==> src/rtl/conv_pkg.sv <==
// Shared definitions for the conv layer writers: FSM encoding, default layer
// geometry and the IFM address-width helper.
package conv_pkg;

  typedef enum logic [1:0] {
    IDLE = 2'd0,
    RUN  = 2'd1,
    DONE = 2'd2
  } state_t;

  localparam int IFM_SIZE_NEXT_DEF     = 28;
  localparam int NUMBER_OF_FILTERS_DEF = 6;

  // Width needed to address a side x side feature map (never narrower than 1).
  function automatic int ifm_addr_width(input int side);
    return (side * side > 1) ? $clog2(side * side) : 1;
  endfunction

endpackage

==> src/rtl/sync_fifo.sv <==
// Small synchronous FIFO with first-word-fall-through head; push is ignored
// when full and pop is ignored when empty.
module sync_fifo #(
  parameter int DATA_WIDTH = 32,
  parameter int FIFO_DEPTH = 4
) (
  input  logic                  clk,
  input  logic                  reset,
  input  logic                  push,
  input  logic [DATA_WIDTH-1:0] push_data,
  input  logic                  pop,
  output logic [DATA_WIDTH-1:0] head,
  output logic                  full,
  output logic                  empty
);

  localparam int PW = $clog2(FIFO_DEPTH);

  logic [DATA_WIDTH-1:0] mem [FIFO_DEPTH];
  logic [PW-1:0]         wr_ptr;
  logic [PW-1:0]         rd_ptr;
  logic [PW:0]           count;
  logic                  do_push;
  logic                  do_pop;

  assign do_push = push && !full;
  assign do_pop  = pop && !empty;

  // NOTE: state registers use <= so every flop samples pre-edge values; = here would create order-dependent races.
  always_ff @(posedge clk) begin
    if (reset) begin
      wr_ptr <= '0;
      rd_ptr <= '0;
      count  <= '0;
    end else begin
      if (do_push) wr_ptr <= wr_ptr + PW'(1);
      if (do_pop)  rd_ptr <= rd_ptr + PW'(1);
      case ({do_push, do_pop})
        2'b10:   count <= count + (PW+1)'(1);
        2'b01:   count <= count - (PW+1)'(1);
        default: ;
      endcase
    end
  end

  // NOTE: storage is not reset; the pointers and count alone decide what is valid, which keeps this a plain RAM.
  always_ff @(posedge clk) begin
    if (do_push) mem[wr_ptr] <= push_data;
  end

  assign full  = (count == (PW+1)'(FIFO_DEPTH));
  assign empty = (count == '0);
  assign head  = mem[rd_ptr];

endmodule

==> src/rtl/conv_a1_ofm_writer.sv <==
// ConvA1 result writer: buffers the post-ReLU stream and scatters it into the
// next layer's per-filter IFM banks in filter-major, raster pixel order.
module conv_a1_ofm_writer
  import conv_pkg::*;
#(
  parameter int DATA_WIDTH            = 32,
  parameter int IFM_SIZE_NEXT         = IFM_SIZE_NEXT_DEF,
  parameter int NUMBER_OF_FILTERS     = NUMBER_OF_FILTERS_DEF,
  parameter int FIFO_DEPTH            = 4,
  parameter int ADDRESS_SIZE_NEXT_IFM = ifm_addr_width(IFM_SIZE_NEXT)
) (
  input  logic                             clk,
  input  logic                             reset,
  input  logic                             start,
  input  logic [DATA_WIDTH-1:0]            data_in,
  input  logic                             data_in_valid,
  output logic                             data_in_ready,
  input  logic                             mem_grant,
  output logic [NUMBER_OF_FILTERS-1:0]     ifm_enable_write_next,
  output logic [ADDRESS_SIZE_NEXT_IFM-1:0] ifm_address_write_next,
  output logic [DATA_WIDTH-1:0]            ifm_data_write_next,
  output logic                             busy,
  output logic                             done,
  output logic                             drop_error
);

  localparam int FILT_W = (NUMBER_OF_FILTERS > 1) ? $clog2(NUMBER_OF_FILTERS) : 1;
  localparam logic [ADDRESS_SIZE_NEXT_IFM-1:0] PIX_LAST =
    ADDRESS_SIZE_NEXT_IFM'(IFM_SIZE_NEXT * IFM_SIZE_NEXT - 1);
  localparam logic [FILT_W-1:0] FILT_LAST = FILT_W'(NUMBER_OF_FILTERS - 1);

  state_t                           state;
  logic [ADDRESS_SIZE_NEXT_IFM-1:0] pix_cnt;
  logic [FILT_W-1:0]                filter_cnt;
  logic                             fifo_full;
  logic                             fifo_empty;
  logic [DATA_WIDTH-1:0]            fifo_head;
  logic                             accept;
  logic                             write_issue;
  logic                             last_write;
  logic                             start_accept;

  assign data_in_ready = (state == RUN) && !fifo_full;
  assign accept        = data_in_valid && data_in_ready;
  assign write_issue   = (state == RUN) && !fifo_empty && mem_grant;
  assign last_write    = write_issue && (pix_cnt == PIX_LAST) && (filter_cnt == FILT_LAST);
  assign start_accept  = start && (state == IDLE);

  sync_fifo #(
    .DATA_WIDTH (DATA_WIDTH),
    .FIFO_DEPTH (FIFO_DEPTH)
  ) u_fifo (
    .clk       (clk),
    .reset     (reset),
    .push      (accept),
    .push_data (data_in),
    .pop       (write_issue),
    .head      (fifo_head),
    .full      (fifo_full),
    .empty     (fifo_empty)
  );

  always_ff @(posedge clk) begin
    if (reset) begin
      state <= IDLE;
    end else begin
      case (state)
        IDLE:    if (start) state <= RUN;
        RUN:     if (last_write) state <= DONE;
        DONE:    state <= IDLE;
        default: state <= IDLE;
      endcase
    end
  end

  // Pixel counter wraps into the filter counter; both restart on a new pass.
  always_ff @(posedge clk) begin
    if (reset || start_accept || last_write) begin
      pix_cnt    <= '0;
      filter_cnt <= '0;
    end else if (write_issue) begin
      if (pix_cnt == PIX_LAST) begin
        pix_cnt    <= '0;
        filter_cnt <= filter_cnt + FILT_W'(1);
      end else begin
        pix_cnt <= pix_cnt + ADDRESS_SIZE_NEXT_IFM'(1);
      end
    end
  end

  always_ff @(posedge clk) begin
    if (reset || start_accept) begin
      drop_error <= 1'b0;
    end else if (data_in_valid && (state != RUN)) begin
      drop_error <= 1'b1;
    end
  end

  // NOTE: default first so every path assigns the output and no latch is inferred.
  always_comb begin
    ifm_enable_write_next = '0;
    if (write_issue) ifm_enable_write_next = NUMBER_OF_FILTERS'(1) << filter_cnt;
  end

  assign ifm_address_write_next = pix_cnt;
  assign ifm_data_write_next    = fifo_empty ? '0 : fifo_head;
  assign busy                   = (state == RUN);
  assign done                   = (state == DONE);

endmodule

==> config.mk <==
export PLATFORM = sky130hd
export DESIGN_NAME = conv_a1_ofm_writer
export DESIGN_NICKNAME = d
export VERILOG_FILES = /design/src/rtl/conv_pkg.sv /design/src/rtl/sync_fifo.sv /design/src/rtl/conv_a1_ofm_writer.sv
export SDC_FILE = /design/constraint.sdc
export NUM_CORES = 1
export LEC_CHECK = 0
export CORE_ASPECT_RATIO = 0.7
export CORE_MARGIN = 5
export CORE_UTILIZATION = 45
export DETAILED_ROUTE_END_ITERATION = 10
export PLACE_DENSITY = 0.65
export SYNTH_ARGS = -nofsm -noshare
export SYNTH_HDL_FRONTEND = slang
export SYNTH_SLANG_ARGS = --single-unit
==> constraint.sdc <==
create_clock -name clk -period 2.66 [get_ports clk]
set_input_delay 0.532 -clock clk [delete_from_list [all_inputs] [get_ports clk]]
set_output_delay 0.532 -clock clk [all_outputs]
set_load 0.01 [all_outputs]
==> reports/summary.txt <==
status = complete, no violations
Total Nets Final = 524
clock root buffer = clkbuf_16
critical path class = flop to output pin
Worst VDD drop = 461.5 µV
router iterations before antenna repair = 5
layout cell share with drive strength beyond 1 = 0.2049
initial antenna violation count = 0
Post-Route WL = 12.54 mm
vias in the first global route = 3625
max-slew violation count = 0
Post-synth ARST share = 0
clk buf depth = 2
RR Endpoint = u_fifo.count[2]$_SDFFE_PP0P_
Worst Max-Slew Pin Slew = 0.5897 ns
CP max FO = 20
die height = 107.9 µm
Yosys cell types = 41
row count = 35
worst reg2reg setup slack = 0.30 ns
clk_lat worst skew = 0.41 ns
PortBufs = 88
Leakage = 2.809 nW
cell taking the most area after synthesis = edfxtp_1
hold_ws = 0.5056 ns
Hold/Removal Path Class = flop to flop
# setup viols final = 0
FF-to-FF Start = u_fifo.count[1]$_SDFFE_PP0P_
achievable clock frequency = 392.5 MHz
Hold-fix buffers, CTS = 0
met3 Usage GRT = 0.05261
Ys Warns = 0
die footprint = 16170 µm²
clk slew on worst S/H paths = 0.06 ns
Mapped Avg Cell Area = 17.26 µm²
syn nets = 406
GP Congestion = 0.8419
Initial Util = 0.4645
WP data arrival = 2.02 ns
Tcrit/Tclk final = 0.9578
post-route cell area = 8033 µm²
DRC Markers = 0
max_cap viols = 0
total negative setup slack = 0 ns
unrepaired setup endpoints after global routing = false
main flop type after synthesis = edfxtp_1
Synth top area share = 0.6236
Area after DPL = 7447 µm²
#FFs+latches synth = 153
hold_sp = ifm_address_write_next[1]$_SDFFE_PP0P_
Die Wd = 149.9 µm
grt ovf = 0
met2 usage = 0.2419
relative slew slack = 0.6038
drt via density = 5.059
most common cell in the netlist = edfxtp_1
Crit. End Element = output pin
Layout area overhead = 30.33%
grt peak-use layer = met2
post-route antenna net violation count = 0
largest net degree at the start of global routing = 33
met1 usage = 0.2397
Antenna diodes = 0
Sink Count = 153
total power = 5.228 mW
Min Clock Period, post-route = 2.548 ns
Starting DRT DRC Count = 161
H-tree levels = 4
first-pass GRT wire length = 20.11 mm
mapped cell area = 6163 µm²
Post-Synthesis Cells = 357
Worst R2R Path Depth = 10
CTS tree = done
Vias = 3405
EDFF count, synth = 128
Worst setup endpoint = ifm_enable_write_next[2]
commonest cells in the netlist = edfxtp_1, and2_1, mux4_2, dfxtp_1, nor2_1
crit path from = u_fifo.count[1]$_SDFFE_PP0P_
Worst Skew = 0.009535 ns
post-synthesis sequential area ratio = 0.7048
WP data required = 2.13 ns
CP Launch Type = flop
detailed placement HPWL = 8.010 mm
Final Hold Fails = 0
I/O Pins = 89
cts bufs inserted = 17
total global-route track usage = 0.1665
Core ar. = 13270 µm²
wire per inst = 18.63 µm
Synth area leaders = edfxtp_1, mux4_2, dfxtp_1
PwrDens = 650.9 nW/µm²
==> state kept, by name, indices dropped and copies added (netlist names), named ones only <==
| signal | flops |
|---|---|
| u_fifo.rd_ptr | 2 |
| drop_error | 1 |
| u_fifo.wr_ptr | 2 |
| ifm_address_write_next | 10 |
| state | 2 |
| u_fifo.count | 3 |
| filter_cnt | 3 |
| u_fifo.mem | 128 |
==> final cells by class <==
class	instances	area, µm²
clock inverter	15	115.1
multi-input combinational	180	1735
tap	185	231.5
fill	1024	5236
timing repair buffer	111	1130
inverter	12	45.04
clock buffer	17	425.4
sequential	153	4350
==> worst min-delay path by stage <==
stage	end	slack, ns	cells after the start
after global routing	ifm_address_write_next[1]$_SDFFE_PP0P_	0.54	2
after global placement	drop_error$_SDFFE_PP0P_	0.47	2
after floorplan	state[0]$_SDFFE_PP0P_	0.47	1
final	ifm_address_write_next[1]$_SDFFE_PP0P_	0.51	2
after detailed placement	drop_error$_SDFFE_PP0P_	0.50	2
after CTS	ifm_address_write_next[1]$_SDFFE_PP0P_	0.51	2
==> power breakdown <==
group	total [mW]	internal (mW)	switching [mW]	leakage, nW
clock network	2.17	1.21	0.968	0.254
registers	2.65	2.64	0.0167	1.36
logic	0.402	0.208	0.194	1.19
==> per-stage QoR <==
stage                     utilization  cells  worst slack (ns)
after floorplan                     -    357            0.3182
after global placement         0.5612    638           0.02239
after detailed placement       0.5612    638          -0.06958
after CTS                      0.6054    673           0.08896
after global routing           0.6054    673          0.004614
final                          0.6054    673            0.1121
==> timing repair <==
item,CTS,global route
setup endpoints to repair,37,0
setup buffers,1,0
resized for setup,44,0
==> critical path: stages, from the launching register on <==
cell	delay, ns
dfxtp_1	0.37
or3_4	0.42
buf_8	0.17
nand2_1	0.08
inv_1	0.10
and3_1	0.19
dlygate4sd2_1	0.28
==> logic make-up (layout without fill, tap and decap cells) <==
group                      after synthesis  in the layout  synth area share
buffers and inverters                   24            155           0.01522
DFF                                    153            153            0.7048
adders and majority gates               12             12           0.02558
xor gates and xnor gates                11             11           0.01563
and+or+nand+nor                        100            100           0.09542
AOI/OAI and AO/OA                       24             24           0.02477
muxes                                   33             33            0.1186
==> layer usage <==
| metal | wire length (µm) | vias to the layer above | part of all wire |
|---|---|---|---|
| li1 | - | 1619 | - |
| met1 | 5863 | 1663 | 0.47 |
| met2 | 5633 | 111 | 0.45 |
| met3 | 895 | 12 | 0.071 |
| met4 | 143 | 0 | 0.011 |
| met5 | 0 | - | 0 |
==> layout by cell type, fill, tap and decap left out, types with 3 or more instances in the layout <==
master	count
dlygate4sd2_1	37
clkinvlp_4	4
and2_2	4
dfxtp_1	22
nor4_1	4
clkbuf_16	17
and3_1	6
xnor2_1	7
nor2_1	19
and2_1	32
a21oi_1	11
or3_1	3
buf_4	14
o21ai_0	5
nand2_1	7
edfxtp_1	128
nand3_1	7
inv_1	12
inv_6	5
buf_12	6
nor3_1	4
clkdlybuf4s50_1	51
ha_1	11
xor2_1	4
mux4_2	32
(Power assumes the default switching activity.)
